--- src/rtl/mmc_sector_tx_streamer_if.sv ---
// Sector transmit bus: start/busy/done control, buffer read port and byte stream to the serializer.
interface mmc_sector_tx_streamer_if;
    logic        iSTART_REQ;
    logic        oBUSY;
    logic [6:0]  oBUF_RD_ADDR;
    logic [31:0] iBUF_RD_DATA;
    logic        oTX_VALID;
    logic [7:0]  oTX_DATA;
    logic        iTX_READY;
    logic        oDONE;

    // Caller side: owns the buffer, the start request and downstream ready.
    modport master (
        output iSTART_REQ, iBUF_RD_DATA, iTX_READY,
        input  oBUSY, oBUF_RD_ADDR, oTX_VALID, oTX_DATA, oDONE
    );

    // Streamer side.
    modport slave (
        input  iSTART_REQ, iBUF_RD_DATA, iTX_READY,
        output oBUSY, oBUF_RD_ADDR, oTX_VALID, oTX_DATA, oDONE
    );
endinterface

--- src/rtl/mmc_sector_tx_streamer.sv ---
// Streams one 512-byte sector from a 128x32 buffer as: start token, data bytes, optional CRC16.
module mmc_sector_tx_streamer #(
    parameter logic [7:0] P_TOKEN   = 8'hFE,
    parameter bit         P_CRC_ENA = 1'b1
) (
    input logic                    iCLOCK,
    input logic                    iRESET_SYNC,
    mmc_sector_tx_streamer_if.slave bus
);

    typedef enum logic [2:0] {
        StIdle,
        StToken,
        StData,
        StCrcHi,
        StCrcLo,
        StDone
    } state_e;

    state_e      state_q, state_d;
    logic [8:0]  cnt_q, cnt_d;
    logic [15:0] crc_q, crc_d;
    logic [7:0]  lane_byte;

    // CRC16-CCITT (0x1021), one byte MSB-first.
    function automatic logic [15:0] crc16_byte(input logic [15:0] crc, input logic [7:0] b);
        logic [15:0] c;
        c = crc ^ {b, 8'h00};
        for (int i = 0; i < 8; i++) begin
            c = c[15] ? ((c << 1) ^ 16'h1021) : (c << 1);
        end
        return c;
    endfunction

    // Little-endian lane select: byte 0 of each word goes out first.
    always_comb begin
        lane_byte = 8'h00;
        unique case (cnt_q[1:0])
            2'd0: lane_byte = bus.iBUF_RD_DATA[7:0];
            2'd1: lane_byte = bus.iBUF_RD_DATA[15:8];
            2'd2: lane_byte = bus.iBUF_RD_DATA[23:16];
            2'd3: lane_byte = bus.iBUF_RD_DATA[31:24];
            default: lane_byte = 8'h00;
        endcase
    end

    always_comb begin
        state_d          = state_q;
        cnt_d            = cnt_q;
        crc_d            = crc_q;
        bus.oBUSY        = 1'b1;
        bus.oTX_VALID    = 1'b0;
        bus.oTX_DATA     = 8'h00;
        bus.oBUF_RD_ADDR = 7'd0;
        bus.oDONE        = 1'b0;

        unique case (state_q)
            StIdle: begin
                bus.oBUSY = 1'b0;
                if (bus.iSTART_REQ) begin
                    state_d = StToken;
                    cnt_d   = 9'd0;
                    crc_d   = 16'h0000;
                end
            end
            StToken: begin
                bus.oTX_VALID = 1'b1;
                bus.oTX_DATA  = P_TOKEN;
                if (bus.iTX_READY) begin
                    state_d = StData;
                end
            end
            StData: begin
                bus.oTX_VALID    = 1'b1;
                bus.oTX_DATA     = lane_byte;
                bus.oBUF_RD_ADDR = cnt_q[8:2];
                if (bus.iTX_READY) begin
                    cnt_d = cnt_q + 9'd1;
                    crc_d = crc16_byte(crc_q, lane_byte);
                    if (cnt_q == 9'd511) begin
                        state_d = P_CRC_ENA ? StCrcHi : StDone;
                    end
                end
            end
            StCrcHi: begin
                bus.oTX_VALID = 1'b1;
                bus.oTX_DATA  = crc_q[15:8];
                if (bus.iTX_READY) begin
                    state_d = StCrcLo;
                end
            end
            StCrcLo: begin
                bus.oTX_VALID = 1'b1;
                bus.oTX_DATA  = crc_q[7:0];
                if (bus.iTX_READY) begin
                    state_d = StDone;
                end
            end
            StDone: begin
                bus.oDONE = 1'b1;
                state_d   = StIdle;
            end
            default: state_d = StIdle;
        endcase
    end

    always_ff @(posedge iCLOCK) begin
        if (iRESET_SYNC) begin
            state_q <= StIdle;
            cnt_q   <= 9'd0;
            crc_q   <= 16'h0000;
        end else begin
            state_q <= state_d;
            cnt_q   <= cnt_d;
            crc_q   <= crc_d;
        end
    end

endmodule
--- src/flat_wrapper.sv ---
// flat-port wrapper written by rule: the top's interface ports become plain ports
module mmc_sector_tx_streamer_flat 
#(
    parameter logic [7:0] P_TOKEN   = 8'hFE,
    parameter bit         P_CRC_ENA = 1'b1
)
  (iCLOCK, iRESET_SYNC, bus_iSTART_REQ, bus_iBUF_RD_DATA, bus_iTX_READY, bus_oBUSY, bus_oBUF_RD_ADDR, bus_oTX_VALID, bus_oTX_DATA, bus_oDONE);
  mmc_sector_tx_streamer_if bus_i ();
  input logic iCLOCK;
  input logic iRESET_SYNC;
  input wire logic [$bits(bus_i.iSTART_REQ)-1:0] bus_iSTART_REQ;
  input wire logic [$bits(bus_i.iBUF_RD_DATA)-1:0] bus_iBUF_RD_DATA;
  input wire logic [$bits(bus_i.iTX_READY)-1:0] bus_iTX_READY;
  output wire logic [$bits(bus_i.oBUSY)-1:0] bus_oBUSY;
  output wire logic [$bits(bus_i.oBUF_RD_ADDR)-1:0] bus_oBUF_RD_ADDR;
  output wire logic [$bits(bus_i.oTX_VALID)-1:0] bus_oTX_VALID;
  output wire logic [$bits(bus_i.oTX_DATA)-1:0] bus_oTX_DATA;
  output wire logic [$bits(bus_i.oDONE)-1:0] bus_oDONE;
  assign bus_i.iSTART_REQ = bus_iSTART_REQ;
  assign bus_i.iBUF_RD_DATA = bus_iBUF_RD_DATA;
  assign bus_i.iTX_READY = bus_iTX_READY;
  assign bus_oBUSY = bus_i.oBUSY;
  assign bus_oBUF_RD_ADDR = bus_i.oBUF_RD_ADDR;
  assign bus_oTX_VALID = bus_i.oTX_VALID;
  assign bus_oTX_DATA = bus_i.oTX_DATA;
  assign bus_oDONE = bus_i.oDONE;
  mmc_sector_tx_streamer #(.P_TOKEN(P_TOKEN), .P_CRC_ENA(P_CRC_ENA)) u_core (.iCLOCK(iCLOCK), .iRESET_SYNC(iRESET_SYNC), .bus(bus_i));
endmodule
--- config.mk ---
export PLATFORM = sky130hd
export DESIGN_NAME = mmc_sector_tx_streamer_flat
export DESIGN_NICKNAME = d
export VERILOG_FILES = /design/src/rtl/mmc_sector_tx_streamer_if.sv /design/src/rtl/mmc_sector_tx_streamer.sv /design/src/flat_wrapper.sv
export SDC_FILE = /design/constraint.sdc
export NUM_CORES = 1
export LEC_CHECK = 0
export CORE_MARGIN = 1
export CORE_UTILIZATION = 35
export CTS_CLUSTER_SIZE = 30
export DETAILED_ROUTE_END_ITERATION = 10
export GPL_TIMING_DRIVEN = 0
export PLACE_DENSITY = 0.64
export SETUP_SLACK_MARGIN = 0.4
export SYNTH_ARGS = -nofsm -noshare
export SYNTH_HDL_FRONTEND = slang
export SYNTH_SLANG_ARGS = --single-unit
export TNS_END_PERCENT = 5
--- constraint.sdc ---
create_clock -name iCLOCK -period 1.9 [get_ports iCLOCK]
set_input_delay 0.19 -clock iCLOCK [delete_from_list [all_inputs] [get_ports iCLOCK]]
set_output_delay 0.19 -clock iCLOCK [all_outputs]
set_load 0.02 [all_outputs]
=== Yosys cells after proc, flatten, opt, wreduce, memory -nomap -nowiden ===
Cells that the tools add are included.

* Register bits: 28
* Bits of input ports: 36
* Output and inout port bits: 18

* Mux-type cells: 27
* Reductions and logical operators: 6
* $add $sub $neg: 1
* Equality and inequality tests: 15
* Bitwise gates (word level): 9

{| class="wikitable"
|+ Operators with widths
! cell !! count
|-
| 13-bit 2-to-1 mux || 8
|-
| 8-bit one-hot mux with 4 select lines || 2
|-
| 16-bit 2-to-1 mux || 2
|-
| 16-bit one-hot mux with 2 select lines || 1
|-
| 3-bit NOT || 8
|-
| 3-bit 2-to-1 mux || 6
|-
| 9-bit 2-to-1 mux || 2
|-
| 9-bit one-hot mux with 2 select lines || 1
|-
| 16-bit XOR || 1
|-
| 3-bit one-hot mux with 5 select lines || 1
|-
| 2-bit != test, second input constant || 5
|-
| 9-bit by 1-bit adder with 9-bit output, second input constant || 1
|-
| 9-bit == test, second input constant || 1
|-
| 7-bit 2-to-1 mux || 1
|-
| 3-bit by 2-bit == test with 1-bit output, second input constant || 2
|-
| 3-bit == test, second input constant || 2
|-
| 6-bit AND reduction || 1
|-
| 2-bit == test, second input constant || 2
|-
| 4-bit OR reduction || 1
|-
| 3-bit by 1-bit == test with 1-bit output, second input constant || 1
|-
| 3-bit zero test || 1
|-
| 1-bit 2-to-1 mux || 3
|-
| 3-bit AND reduction || 1
|-
| 2-bit by 1-bit == test with 1-bit output, second input constant || 1
|-
| other kinds (3) || 3
|}

=== Logic depth before layout (Yosys ltp) ===
* Depth after elaboration: 21
* Depth in mapped cells: 9
* Gate-level depth less buffers: 8

=== Worst setup path before layout ===
OpenSTA, ideal clock, no wires.

* Kind: flip-flop to flip-flop
* Start: reg u_core.cnt_q[0]
* End: reg u_core.crc_q[6]
* Buffers on the path: 1
* Cell stages (with the launch flop): 10
* Library setup time: 0.122 ns
* Setup slack: -0.111 ns
* Clock period less this slack: 2.011 ns
* Data arrival time: 1.889 ns
* Required time: 1.778 ns
* Cell sequence: dfxtp_1 -> inv_1 -> ha_1 -> buf_6 -> a222oi_1 -> mux2i_1 -> xnor2_2 -> xnor2_2 -> xor2_1 -> o21ai_1

* Longest elaborated chain between the ends: 13

{| class="wikitable"
|+ Ends and longest elaborated chain
! element !! RTL line !! text
|-
| start: declaration || mmc_sector_tx_streamer.sv:21 || <nowiki>logic [8:0] cnt_q, cnt_d;</nowiki>
|-
| start signal: assignment || mmc_sector_tx_streamer.sv:114 || <nowiki>cnt_q <= cnt_d;</nowiki>
|-
| 2-bit == test, or another cell as far along || mmc_sector_tx_streamer.sv:38 || <nowiki>unique case (cnt_q[1:0])</nowiki>
|-
| 8-bit one-hot mux with 4 select lines * || mmc_sector_tx_streamer.sv:38 ||
|-
| 16-bit XOR * || mmc_sector_tx_streamer.sv:28 || <nowiki>c = crc ^ {b, 8'h00};</nowiki>
|-
| 13-bit 2-to-1 mux || mmc_sector_tx_streamer.sv:30 || <nowiki>c = c[15] ? ((c << 1) ^ 16'h1021) : (c << 1);</nowiki>
|-
| 13-bit 2-to-1 mux * || mmc_sector_tx_streamer.sv:30 ||
|-
| 13-bit 2-to-1 mux (3 in a row) || mmc_sector_tx_streamer.sv:30 ||
|-
| 3-bit NOT (no source line) || -- ||
|-
| 13-bit 2-to-1 mux * (2 in a row) || mmc_sector_tx_streamer.sv:30 ||
|-
| 16-bit 2-to-1 mux * || mmc_sector_tx_streamer.sv:77 || <nowiki>if (bus.iTX_READY) begin</nowiki>
|-
| 16-bit one-hot mux with 2 select lines * || mmc_sector_tx_streamer.sv:57 || <nowiki>unique case (state_q)</nowiki>
|-
| end signal: assignment || mmc_sector_tx_streamer.sv:115 || <nowiki>crc_q <= crc_d;</nowiki>
|-
| end: declaration || mmc_sector_tx_streamer.sv:22 || <nowiki>logic [15:0] crc_q, crc_d;</nowiki>
|}

Mark *: on every way between the ends. The rest lies on a longest branch, timed or not. The select of a mux whose other input is x is not followed.
A chain may end at the register's enable or synchronous reset.

=== Final worst setup path ===
* Start: reg u_core.cnt_q[0]
* End: reg u_core.crc_q[12]

* Longest elaborated chain between the ends: 14

{| class="wikitable"
|+ Ends and longest elaborated chain
! element !! RTL line
|-
| 2-bit == test, or another cell as far along || mmc_sector_tx_streamer.sv:38
|-
| 8-bit one-hot mux with 4 select lines * || mmc_sector_tx_streamer.sv:38
|-
| 16-bit XOR * || mmc_sector_tx_streamer.sv:28
|-
| 13-bit 2-to-1 mux (3 in a row) || mmc_sector_tx_streamer.sv:30
|-
| 13-bit 2-to-1 mux * || mmc_sector_tx_streamer.sv:30
|-
| 13-bit 2-to-1 mux (3 in a row) || mmc_sector_tx_streamer.sv:30
|-
| 3-bit NOT (no source line) || --
|-
| 13-bit 2-to-1 mux * || mmc_sector_tx_streamer.sv:30
|-
| 16-bit 2-to-1 mux * || mmc_sector_tx_streamer.sv:77
|-
| 16-bit one-hot mux with 2 select lines * || mmc_sector_tx_streamer.sv:57
|}

Marks and branches as above.

==> impl_results.md <==
- Status: finished, violations left
- Failing checks: setup timing
- Ant diodes: 0
- Total gr overflow: 0
- CP arrival: 2.44 ns
- Seq/Total Area, Yosys: 0.2971
- Iter 0 DRT Violations: 94
- Max VDD drop: 0.0003432 V
- Mean Syn Cell Area: 8.386 um^2
- CTS Sinks: 28
- Port Buffers: 51
- Number of global-route vias before repair: 1832
- Clock group share of total power: 0.257
- Synth cell types: 33
- Logic pwr share: 0.339
- Worst hold path class: in -> reg
- DRC: 0
- CTS root buffer: clkbuf_8
- Switching share of power: 0.3058
- Leakage: 1.080 nW
- Row cnt: 26
- R2r endpoint: u_core.crc_q[12]
- Fmax: 439.9 MHz
- Nature of the critical path endpoint: register
- Crit share post-route: 1.196
- Reg2Reg Launch Point: u_core.cnt_q[0]
- Antenna violations before repair: 0
- Antenna-violating nets left: 0
- Worst Path Max Fanout: 8
- Die height: 75.42 um
- Met1 Use GR: 0.2670
- Final Max Slew Viols: 0
- Final hold vios: 0
- Nets: 333
- Via count: 1838
- CTS max path bufs: 2
- R2R depth: 10
- Busiest grt layer: met2
- Detailed Routing Iterations Pass 1: 6
- Synth-to-Final Area Change: 48.81%
- Overall die area: 5688 um^2
- Xor/xnor cell area share of the yosys netlist: 0.1711
- Unrepaired setup endpoints after global routing: yes
- Dpl hpwl: 3814 um
- Cts bufs inserted: 3
- Min-delay src: iRESET_SYNC
- Mux share of post-synthesis cell area: 0.05305
- Post-synthesis adder-cell area fraction: 0.03316
- WHS Path Cells: 2
- Setup_tns: -6.210 ns
- Final worst slack: -0.3731 ns
- DP Worst Slack: -0.5617 ns
- Fraction of the mapped netlist area in simple logic gates: 0.1870
- Syn nets: 266
- Detail-routed via count per cell: 5.091
- CTS tree: yes
- All-Layer GR Usage: 0.2047
- First-pass GRT wire length: 8783 um
- Pwr dens: 538.6 nW/um^2
- Psw: 0.0004624 W
- Chip Width: 75.42 um
- Layout cell share with drive strength beyond 1: 0.2749
- DR WL/cell: 15.11 um
- Largest family of logic cells by synthesized area: simple AND/OR/NAND/NOR gates
- Routability Congestion: 0.8184
- Req. time, crit path: 2.07 ns
- Post-Route Skew: 0.003341 ns
- Clk_lat worst skew: 0.28 ns
- Yosys reg bits: 28
- CTS Hold Bufs: 0
- Post-Syn Area: 1887 um^2
- Power Internal: 0.001050 W
- Largest net degree at the start of global routing: 16
- Hold path endpoint: u_core.cnt_q[0]
- CTS clock-pin slew for the worst setup and hold paths: 0.10 ns
- Htree depth: 1
- R2R Setup Slk: -0.37 ns
- Seq pwr share: 0.404
- Detailed Route WL: 5456 um
- Gate Count Post-Synth: 225
- CP Launch Point: u_core.cnt_q[0]
- Slew @ Worst Pin: 0.6129 ns
- Compound-cell area share of the yosys netlist: 0.1863
- CP Class: reg -> reg
- Max Cap Viol: 0
- Met3 Use GR: 0.02116
- CP startpoint kind: register
- Synth Warn #: 0
- Min Hold Slack: 0.1861 ns
- Met2 Use GR: 0.3661
- Min Clock Period, post-route: 2.273 ns
- Relative slew margins: 0.5899
- # IOs: 54
- Final core utilization: 0.5463
- Final setup fails: 24
- Core area: 5140 um^2
- Starting Density: 0.3671
-- metrics by stage --
stage	area, um^2	power (W)	instances
finish	2808	0.001512	361
global route	2808	0.001585	361
CTS	2749	0.001488	359
detailed placement	2507	0.001061	346
global placement	2507	0.001059	346
floorplan	1909	0.0008852	225
-- logic make-up (layout without fill, tap and decap cells) --
logic type / after synthesis / count (layout)
and+or+nand+nor: 74 / 74
xor gates and xnor gates: 30 / 30
muxes: 10 / 10
DFF: 28 / 28
adders and majority gates: 5 / 5
AOI/OAI and AO/OA: 50 / 50
buffers and inverters: 28 / 94
-- cell type report --
cell class | count | area, um^2
plain buffers | 15 | 122.6
clock buffers | 4 | 55.05
flip-flops and latches | 28 | 571.8
well taps | 70 | 87.58
fillers | 521 | 2332
repair buffers | 62 | 578.1
inverters | 13 | 51.30
multi-input cells | 169 | 1341
-- Yosys cell counts (all sizes together) --
cell type	number	area, um^2
dfxtp	28	560.5
nor2	23	86.33
xnor2	19	226.5
nand2	18	67.56
o21ai	15	75.07
a22oi	13	97.59
inv	13	48.80
xor2	11	96.34
and2	10	62.56
clkbuf	10	38.78
mux2i	10	100.1
a222oi	8	80.08
nand2b	7	43.79
a21oi	5	25.02
buf	5	48.79
ha	5	62.56
nor2b	5	31.28
nand3	4	20.02
or3	3	18.77
a221o	2	20.02
a31oi	2	12.51
nor3	2	10.01
a211oi	1	7.510
a221oi	1	8.760
a2bb2oi	1	8.760
and3	1	6.260
nand4	1	6.260
o21bai	1	7.510
o22a	1	8.760
-- how the worst max path moves through the flow --
| stage | slack [ns] | to |
|---|---|---|
| global route | -0.43 | u_core.crc_q[0] |
| floorplan | -0.04 | u_core.crc_q[6] |
| global placement | -0.57 | bus_oTX_DATA[4] |
| CTS | -0.34 | bus_oTX_DATA[4] |
| detailed placement | -0.56 | bus_oTX_DATA[4] |
| finish | -0.37 | u_core.crc_q[12] |
-- layout by cell type (no fill, tap or decap), types with 9 or more instances in the layout --
cell              n
and2_1            9
xnor2_1          10
inv_1            11
nand2_1          18
nor2_1           22
buf_4            14
xor2_1            9
clkdlybuf4s50_1  33
o21ai_1          11
dfxtp_1          23
a22oi_1          13
-- flip-flops by register name, summed over array words and instances (netlist names) --
signal and cells:
u_core.crc_q 16, u_core.state_q 3, u_core.cnt_q 9
-- layer usage --
metal,share of wire,routed length (um),vias to the layer above
met5,0,0,-
met4,0.0049,27,0
met3,0.052,283,2
met2,0.48,2645,51
met1,0.46,2500,882
li1,-,-,903
-- power by group through the flow --
stage | registers [W] | clock network, W | logic, W
3_5_place_dp | 0.000622 | 0 | 0.000439
6_report | 0.000611 | 0.000388 | 0.000512
5_1_grt | 0.000614 | 0.000422 | 0.000550
3_3_place_gp | 0.000621 | 0 | 0.000437
4_1_cts | 0.000610 | 0.000391 | 0.000487
2_1_floorplan | 0.000619 | 0 | 0.000266
-- repair_timing --
action / in CTS / in global routing
cloned: 0 / 0
buffers inserted: 9 / 2
endpoints found under the setup margin: 44 / 42
pin swaps: 21 / 14
resized for setup: 112 / 19
-- worst max-delay path, stage by stage (launching register included) --
cell and delay [ns]:
dfxtp_4 0.39, inv_4 0.04, ha_4 0.15, buf_6 0.13, a222oi_1 0.42, mux2i_2 0.18, buf_4 0.19, xnor2_4 0.27
xnor2_4 0.18, xnor2_1 0.14, o21ai_1 0.07
(Power assumes the default switching activity.)
